[src/rtl/prbs_checker_err_window.sv]
// Error-rate window for the locked checker: counts valid bits and errors per window.
// Latency: unlock is combinational on the offending bit; counters update on the next edge.
// Backpressure: none; bit_valid qualifies every update, counters hold otherwise.
module prbs_err_window #(
  parameter int WINDOW      = 16,
  parameter int UNLOCK_ERRS = 4
) (
  input  logic clk,
  input  logic reset,
  input  logic clear,
  input  logic bit_valid,
  input  logic bit_err,
  output logic unlock
);

  localparam int BW = (WINDOW < 2) ? 1 : $clog2(WINDOW + 1);
  localparam int EW = (UNLOCK_ERRS < 2) ? 1 : $clog2(UNLOCK_ERRS + 1);
  localparam logic [BW-1:0] WIN_LIMIT = BW'(WINDOW);
  localparam logic [EW-1:0] ERR_LIMIT = EW'(UNLOCK_ERRS);

  logic [BW-1:0] win_bits;
  logic [EW-1:0] win_errs;
  logic [BW-1:0] bits_next;
  logic [EW-1:0] errs_next;

  // The error count never exceeds UNLOCK_ERRS-1 between bits, so the +1 cannot overflow.
  assign bits_next = win_bits + BW'(1);
  assign errs_next = win_errs + EW'(bit_err);
  assign unlock    = bit_valid && bit_err && (errs_next == ERR_LIMIT);

  // Window counters: restart on lock entry, on unlock, or when the window fills.
  always_ff @(posedge clk) begin
    if (reset || clear) begin
      win_bits <= '0;
      win_errs <= '0;
    end else if (bit_valid) begin
      if (unlock || (bits_next == WIN_LIMIT)) begin
        win_bits <= '0;
        win_errs <= '0;
      end else begin
        win_bits <= bits_next;
        win_errs <= errs_next;
      end
    end
  end

endmodule

[config.mk]
export PLATFORM = sky130hd
export DESIGN_NAME = prbs_err_window
export DESIGN_NICKNAME = d
export VERILOG_FILES = /design/src/rtl/prbs_checker_err_window.sv
export SDC_FILE = /design/constraint.sdc
export NUM_CORES = 1
export LEC_CHECK = 0
export CAP_MARGIN = 20
export CORE_AREA = 2 2 39 41
export CTS_CLUSTER_SIZE = 40
export DETAILED_ROUTE_END_ITERATION = 12
export DIE_AREA = 0 0 41 43
export SLEW_MARGIN = 0
export SYNTH_ARGS = -nofsm -noshare
export SYNTH_HDL_FRONTEND = slang
export SYNTH_SLANG_ARGS = --single-unit
[constraint.sdc]
create_clock -name clk -period 5.7 [get_ports clk]
set_clock_uncertainty 0.05 [all_clocks]
set_input_delay 1.14 -clock clk [delete_from_list [all_inputs] [get_ports clk]]
set_output_delay 1.14 -clock clk [all_outputs]
set_load 0.01 [all_outputs]
Word level (Yosys, flattened, before mapping)
Index checks and enable logic that the tools add are counted.

Input bits: 5. Bits in registers: 8. Output and inout bits: 1.

Equality and inequality tests: 2. Reductions and logical operators: 4. Mux-type cells: 2. Add/sub/neg operators: 2.

Operators by type and width (count): $add A5 B1 Y5 const B (1); $eq A5 B5 Y1 const B (1); $mux W5 (1); $add A3 B1 Y3 (1); $eq A3 B3 Y1 const B (1); $mux W3 (1); $logic_and A1 B1 Y1 (2); $logic_or A1 B1 Y1 (2).

Longest topological paths before layout
Gate-level depths: netlist of run 1.

Depth after elaboration: 5. Gate-level depth with buffers: 7.

Least setup slack after synthesis of run 1
Ideal clock, no wire load.

Path type: input -> output. From: input bit_err. To: output unlock. Data required time: 4.510 ns. Arrival: 2.061 ns. Slack: 2.449 ns. Cell stages on the path: 5. Cell sequence: ha_1 -> ha_1 -> and4bb_4 -> nand2_4 -> inv_2.

Cells in the longest elaborated chain, start to end: 3.

RTL lines: start, declared (line 12) `input logic bit_err,`; $add A3 B1 Y3 (line 28) `assign errs_next = win_errs + EW'(bit_err);`; $eq A3 B3 Y1 (line 29) `assign unlock = bit_valid && bit_err && (errs_next == ERR_LIMIT);`; $logic_and A1 B1 Y1 * (line 29); end, declared (line 13) `output logic unlock`.

Mark *: on every way between the ends. The rest lies on a longest branch, timed or not.

Worst setup path after layout of run 1
Ends and elaborated chain as after synthesis.

==> out/results.md, run 1 <==
* **kind of start point of the critical path** input port
* **switching fraction of total power** 22.9%
* **final number of max-transition violations** 0
* **final period utilization** 74.6%
* **slew of the pin with the lowest slew margin** 0.503 ns
* **required time worst endpoint** 4.51 ns
* **first-pass GRT wire length** 1.70 mm
* **reported net switching power** 0.0000255 W
* **achievable frequency** 235 MHz
* **buffer type at the clock tree root** sky130_fd_sc_hd__clkbuf_4
* **cell depth of the worst hold path** 2
* **endpoint of the most critical register-to-register path** win_bits[3]
* **largest net degree at the start of global routing** 15
* **clk sink count** 8
* **ant diodes** 0
* **antenna violations before repair** 0
* **worst-skew pair later-pin latency** 0.26 ns
* **H-tree depth** 1
* **Mapped Area** 487 µm²
* **clock-pin slew of the registers on the worst-case setup and hold paths** 0.06 ns
* **final critical-path required period** 4.25 ns
* **Post-DRT Antenna Nets** 0
* **WL per Instance** 13.1 µm
* **portion of total power attributed to sequential cells** 51.5%
* **count of different cell masters after synthesis** 26
* **Die Height** 43 µm
* **post-detailed-routing wire length** 1.02 mm
* **final hold vios** 0
* **terminating pin of the worst hold path** win_errs[1]
* **kind of critical path** in -> out
* **die outline area** 1760 µm²
* **TritonCTS clock tree** built
* **total design power** 0.000111 W
* **post-synthesis register bit count** 8
* **crit path DAT** 3.06 ns
* **path class of the lowest-slack min-delay path** reg -> reg
* **number of post-CTS setup repair buffers** 0
* **sequential share of the synthesized area** 32.9%
* **Syn-to-layout area delta** 17.5%
* **nets in the synthesized netlist** 64
* **result of the run** complete, no violations
* **CTS Hold Buffers Added** 0
* **commonest cells after routing, fill and taps aside** sky130_fd_sc_hd__a21oi_1, sky130_fd_sc_hd__dfxtp_1, sky130_fd_sc_hd__nand2_1, sky130_fd_sc_hd__clkdlybuf4s50_1
* **number of warning messages in the yosys log** 0
* **total setup violations reported at the end of the flow** 0
* **vias after detailed routing** 436
* **cell-internal power** 0.0000860 W
* **hold wc startpoint** win_errs[1]
* **Max-slew headroom** 65.5%
* **Total GRT Usage** 14.6%
* **area fraction of the dominant cell type after synthesis** 32.9%
* **internal reg-to-reg setup slack** 3.85 ns
* **Mapped Avg Cell Area** 8.69 µm²
* **starting density of the core** 35.2%
* **maximum number of buffers from clock root to sink** 2
* **combinational fraction of design power** 8.9%
* **post-layout net count** 72
* **IO Pins** 6
* **cell taking the most area after synthesis** sky130_fd_sc_hd__dfxtp_1
* **peak supply drop** 0.0000988 V
* **DRC violations left** 0
* **crit path max fanout** 5
* **Overflow after GRT** 0
* **via density per instance** 5.59
* **die width** 41 µm
* **core area** 1380 µm²
* **Clk network pwr share** 39.6%
* **number of buffers added on ports** 5
* **maxcap violations** 0
* **setup repair after global routing missed its margin** false
* **static leakage power** 0.227 nW
* **total iterations of the first detailed-routing run** 4
* **Sum Neg Setup Slack** 0 ns
* **half-perimeter wire length of the detailed placement result** 724 µm
* **ranking of synthesized cells by area** sky130_fd_sc_hd__dfxtp_1, sky130_fd_sc_hd__a21oi_1, sky130_fd_sc_hd__ha_1
* **endpoint kind of the worst setup timing path** primary output
* **Placement Rows** 14
* **initial detailed-routing violation count** 8
* **Num CTS Buffers** 3
* **proportion of layout cells with a drive suffix above 1** 11.3%
* **Crit. Startpoint** bit_err
* **total power per unit cell area** 195 nW/µm²
* **placer's final routability congestion estimate** 0.773
* **R2R depth** 7
* **Reg-to-Reg Start** win_errs[0]
* **via count of the first global-routing pass** 394
* **post-cts sizing count** 0
* **Syn Inst Count** 56
-- routing by layer --
metal  track usage, %  share of wire [%]  vias up
met1             21.0                 47      196
met5                0                  0        -
met4             10.0                3.2        0
li1                 -                  -      225
met3             3.14                4.8        4
met2             18.4                 45       11
-- Yosys cell counts --
cell type,count
sky130_fd_sc_hd__a21oi_1,8
sky130_fd_sc_hd__a32oi_1,1
sky130_fd_sc_hd__and4b_1,2
sky130_fd_sc_hd__and4bb_4,1
sky130_fd_sc_hd__clkbuf_1,2
sky130_fd_sc_hd__dfxtp_1,8
sky130_fd_sc_hd__ha_1,3
sky130_fd_sc_hd__inv_1,2
sky130_fd_sc_hd__inv_2,1
sky130_fd_sc_hd__mux2i_1,1
sky130_fd_sc_hd__nand2_1,5
sky130_fd_sc_hd__nand2_4,1
sky130_fd_sc_hd__nand2b_1,2
sky130_fd_sc_hd__nand4b_1,1
sky130_fd_sc_hd__nor2_1,1
sky130_fd_sc_hd__nor2b_1,2
sky130_fd_sc_hd__nor3_1,1
sky130_fd_sc_hd__nor3b_1,1
sky130_fd_sc_hd__o2111ai_1,3
sky130_fd_sc_hd__o211ai_1,2
sky130_fd_sc_hd__o21ai_0,3
sky130_fd_sc_hd__o221ai_1,1
sky130_fd_sc_hd__or2_2,1
sky130_fd_sc_hd__or2b_1,1
sky130_fd_sc_hd__or4_1,1
sky130_fd_sc_hd__xor2_1,1
-- worst max-delay path by stage --
stage | endpoint | slack (ns) | cells after the start
4_1_cts | unlock | 1.44 | 7
2_1_floorplan | unlock | 2.45 | 5
3_5_place_dp | unlock | 1.45 | 7
5_1_grt | unlock | 1.35 | 7
3_3_place_gp | unlock | 1.45 | 7
6_report | unlock | 1.45 | 7
-- stage by stage --
stage          std cells  hold slack, ns  utilization (%)  setup slack (ns)  cell area (µm²)
2_1_floorplan         56           0.395                -              2.45              487
3_3_place_gp          75           0.408             39.7              1.45              549
3_5_place_dp          75           0.413             39.7              1.45              549
4_1_cts               78           0.422             41.3              1.44              572
5_1_grt               78           0.449             41.3              1.35              572
6_report              78           0.418             41.3              1.45              572
-- cell type report --
cell class                 instances  area (µm²)
clock buffer                       3        22.5
inverter                           3        11.3
fill                             145         812
timing repair buffer               5        50.0
tap                               16        20.0
sequential                         8         160
multi-input combinational         43         308
-- critical path, stage by stage --
cell                              delay [ns]
sky130_fd_sc_hd__clkdlybuf4s50_1        0.42
sky130_fd_sc_hd__ha_1                   0.20
sky130_fd_sc_hd__ha_1                   0.28
sky130_fd_sc_hd__and4bb_4               0.34
sky130_fd_sc_hd__nand2_4                0.07
sky130_fd_sc_hd__inv_2                  0.08
sky130_fd_sc_hd__clkdlybuf4s50_1        0.52
-- power by group through the flow --
stage | combinational (W) | sequential (W) | clock (W)
floorplan | 0.00000580 | 0.0000584 | 0
global placement | 0.00000987 | 0.0000586 | 0
detailed placement | 0.00000996 | 0.0000586 | 0
CTS | 0.0000100 | 0.0000573 | 0.0000459
global route | 0.0000110 | 0.0000575 | 0.0000497
finish | 0.00000990 | 0.0000574 | 0.0000442
-- logic make-up after synthesis --
group	after synthesis	synth area share (%)
compound gates	18	23.4
xor+xnor	1	1.80
fa+ha+maj	3	7.71
buf+inv	5	3.86
flops	8	32.9
mux	1	2.06
simple gates	20	28.3
-- flip-flops by register name, summed over array words and instances, names as in the netlist --
name	count
win_bits	5
win_errs	3
Note: power is estimated with default switching activity, not from simulation.
==> run 2: changes to the inputs <==
==> constraint.sdc (replaced) <==
create_clock -name clk -period 4.3 [get_ports clk]
set_clock_uncertainty 0.05 [all_clocks]
set_input_delay 0.86 -clock clk [delete_from_list [all_inputs] [get_ports clk]]
set_output_delay 0.86 -clock clk [all_outputs]
set_load 0.01 [all_outputs]
==> out/results.md, run 2 (synthesized netlist as in run 1, its figures left out) <==
* **result of the run** complete, no violations, unchanged
* **DRC violations left** 0, unchanged
* **R2R depth** 7, unchanged
* **Sum Neg Setup Slack** 0 ns, unchanged
* **number of buffers added on ports** 5, unchanged
* **crit path max fanout** 5, unchanged
* **first-pass GRT wire length** 1.62 mm, was 1.70 mm
* **CTS Hold Buffers Added** 0, unchanged
* **Reg-to-Reg Start** win_errs[0], unchanged
* **Num CTS Buffers** 3, unchanged
* **post-detailed-routing wire length** 1.02 mm, about the same
* **total iterations of the first detailed-routing run** 4, unchanged
* **largest net degree at the start of global routing** 15, unchanged
* **clk sink count** 8, unchanged
* **half-perimeter wire length of the detailed placement result** 716 µm, was 724 µm
* **slew of the pin with the lowest slew margin** 0.470 ns, was 0.503 ns
* **achievable frequency** 271 MHz
* **post-cts sizing count** 0, unchanged
* **starting density of the core** 35.2%, unchanged
* **path class of the lowest-slack min-delay path** reg -> reg, unchanged
* **total setup violations reported at the end of the flow** 0, unchanged
* **final hold vios** 0, unchanged
* **setup repair after global routing missed its margin** false, unchanged
* **switching fraction of total power** 22.3%, was 22.9%
* **peak supply drop** 0.0000767 V, was 0.0000988 V
* **die outline area** 1760 µm², unchanged
* **H-tree depth** 1, unchanged
* **WL per Instance** 13.1 µm, about the same
* **registers with the highest flip-flop counts** win_bits: 5 flops, win_errs: 3 flops, unchanged
* **Overflow after GRT** 0, unchanged
* **number of post-CTS setup repair buffers** 0, unchanged
* **Max-slew headroom** 67.8%, was 65.5%
* **total power per unit cell area** 256 nW/µm², was 195 nW/µm²
* **slack of the critical path** 0.606 ns, was 1.45 ns
* **cell depth of the worst hold path** 2, unchanged
* **Clk network pwr share** 39.0%, was 39.6%
* **maxcap violations** 0, unchanged
* **Syn-to-layout area delta** 17.5%, unchanged
* **kind of start point of the critical path** input port, unchanged
* **internal reg-to-reg setup slack** 2.46 ns, was 3.85 ns
* **Die Height** 43 µm, unchanged
* **terminating pin of the worst hold path** win_errs[0], was win_errs[1]
* **required time worst endpoint** 3.39 ns, was 4.51 ns
* **maximum number of buffers from clock root to sink** 2, unchanged
* **hold wc startpoint** win_errs[0], was win_errs[1]
* **via density per instance** 5.67, was 5.59
* **endpoint of the most critical register-to-register path** win_bits[3], unchanged
* **endpoint kind of the worst setup timing path** primary output, unchanged
* **max FFs per register** 5, unchanged
* **kind of critical path** in -> out, unchanged
* **IO Pins** 6, unchanged
* **final std cell area, no fill** 572 µm², unchanged
* **commonest cells after routing, fill and taps aside** sky130_fd_sc_hd__a21oi_1, sky130_fd_sc_hd__dfxtp_1, sky130_fd_sc_hd__nand2_1, sky130_fd_sc_hd__clkdlybuf4s50_1, unchanged
* **post-layout net count** 72, unchanged
* **static leakage power** 0.227 nW, unchanged
* **final critical-path required period** 3.69 ns
* **antenna violations before repair** 0, unchanged
* **final number of max-transition violations** 0, unchanged
* **placer's final routability congestion estimate** 0.732, was 0.773
* **Top reg by flops** win_bits, unchanged
* **final period utilization** 85.9%
* **TritonCTS clock tree** built, unchanged
* **vias after detailed routing** 442, was 436
* **initial detailed-routing violation count** 14, was 8
* **reported net switching power** 0.0000327 W, was 0.0000255 W
* **core area** 1380 µm², unchanged
* **via count of the first global-routing pass** 381, was 394
* **combinational fraction of design power** 9.1%, was 8.9%
* **Total GRT Usage** 14.0%, was 14.6%
* **die width** 41 µm, unchanged
* **area after detailed placement** 549 µm², unchanged
* **tightest hold margin** 0.416 ns, was 0.418 ns
* **pre-CTS worst setup slack** 0.600 ns, was 1.45 ns
* **Placement Rows** 14, unchanged
* **Post-DRT Antenna Nets** 0, unchanged
* **cell-internal power** 0.000114 W, was 0.0000860 W
* **buffer type at the clock tree root** sky130_fd_sc_hd__clkbuf_4, unchanged
* **clock-pin slew of the registers on the worst-case setup and hold paths** 0.05 ns, was 0.06 ns
* **proportion of layout cells with a drive suffix above 1** 11.3%, unchanged
* **portion of total power attributed to sequential cells** 51.9%, was 51.5%
* **ant diodes** 0, unchanged
* **crit path DAT** 2.78 ns, was 3.06 ns
* **worst-skew pair later-pin latency** 0.25 ns, was 0.26 ns
run 2: cell counts in the layout (fill, tap and decap cells not counted):
Identical to the previous run, type by type.
run 2: cell type report:
cell class | instances | area, µm²
inverters | 3 | 11.3
flip-flops and latches | 8 | 160
clock buffers | 3 | 22.5
well taps | 16 | 20.0
fillers | 147 | 812
repair buffers | 5 | 50.0
multi-input cells | 43 | 308
run 2: per-stage QoR:
step	power (W)	std cells	util, %
final	0.000147	78	41.3
after global routing	0.000158	78	41.3
after CTS	0.000150	78	41.3
after detailed placement	0.0000909	75	39.7
after global placement	0.0000907	75	39.7
after floorplan	0.0000851	56	-
run 2: worst max-delay path: stages:
cell and delay [ns]:
sky130_fd_sc_hd__clkdlybuf4s50_1 0.42, sky130_fd_sc_hd__ha_1 0.21, sky130_fd_sc_hd__ha_1 0.28, sky130_fd_sc_hd__and4bb_4 0.34, sky130_fd_sc_hd__nand2_4 0.07, sky130_fd_sc_hd__inv_2 0.08, sky130_fd_sc_hd__clkdlybuf4s50_1 0.53
run 2: routing by layer:
layer  GRT usage, %  wire length, µm  up-vias
met1           18.0              483      203
met5              0                0        -
met2           19.4              463       13
met3           6.28               74        0
met4           6.00                0        0
li1               -                -      226
run 2: power by group through the flow:
stage	registers (W)	logic, W	clock network, W
after global routing	0.0000762	0.0000149	0.0000667
final	0.0000761	0.0000133	0.0000572
after global placement	0.0000776	0.0000131	0
after floorplan	0.0000774	0.00000769	0
after detailed placement	0.0000776	0.0000133	0
after CTS	0.0000760	0.0000135	0.0000601
run 2: worst max-delay path by stage:
stage	to	start	slack, ns
final	unlock	bit_err	0.61
after global routing	unlock	bit_err	0.49
after CTS	unlock	bit_err	0.60
after detailed placement	unlock	bit_err	0.60
after global placement	unlock	bit_err	0.61
after floorplan	unlock	bit_err	1.61
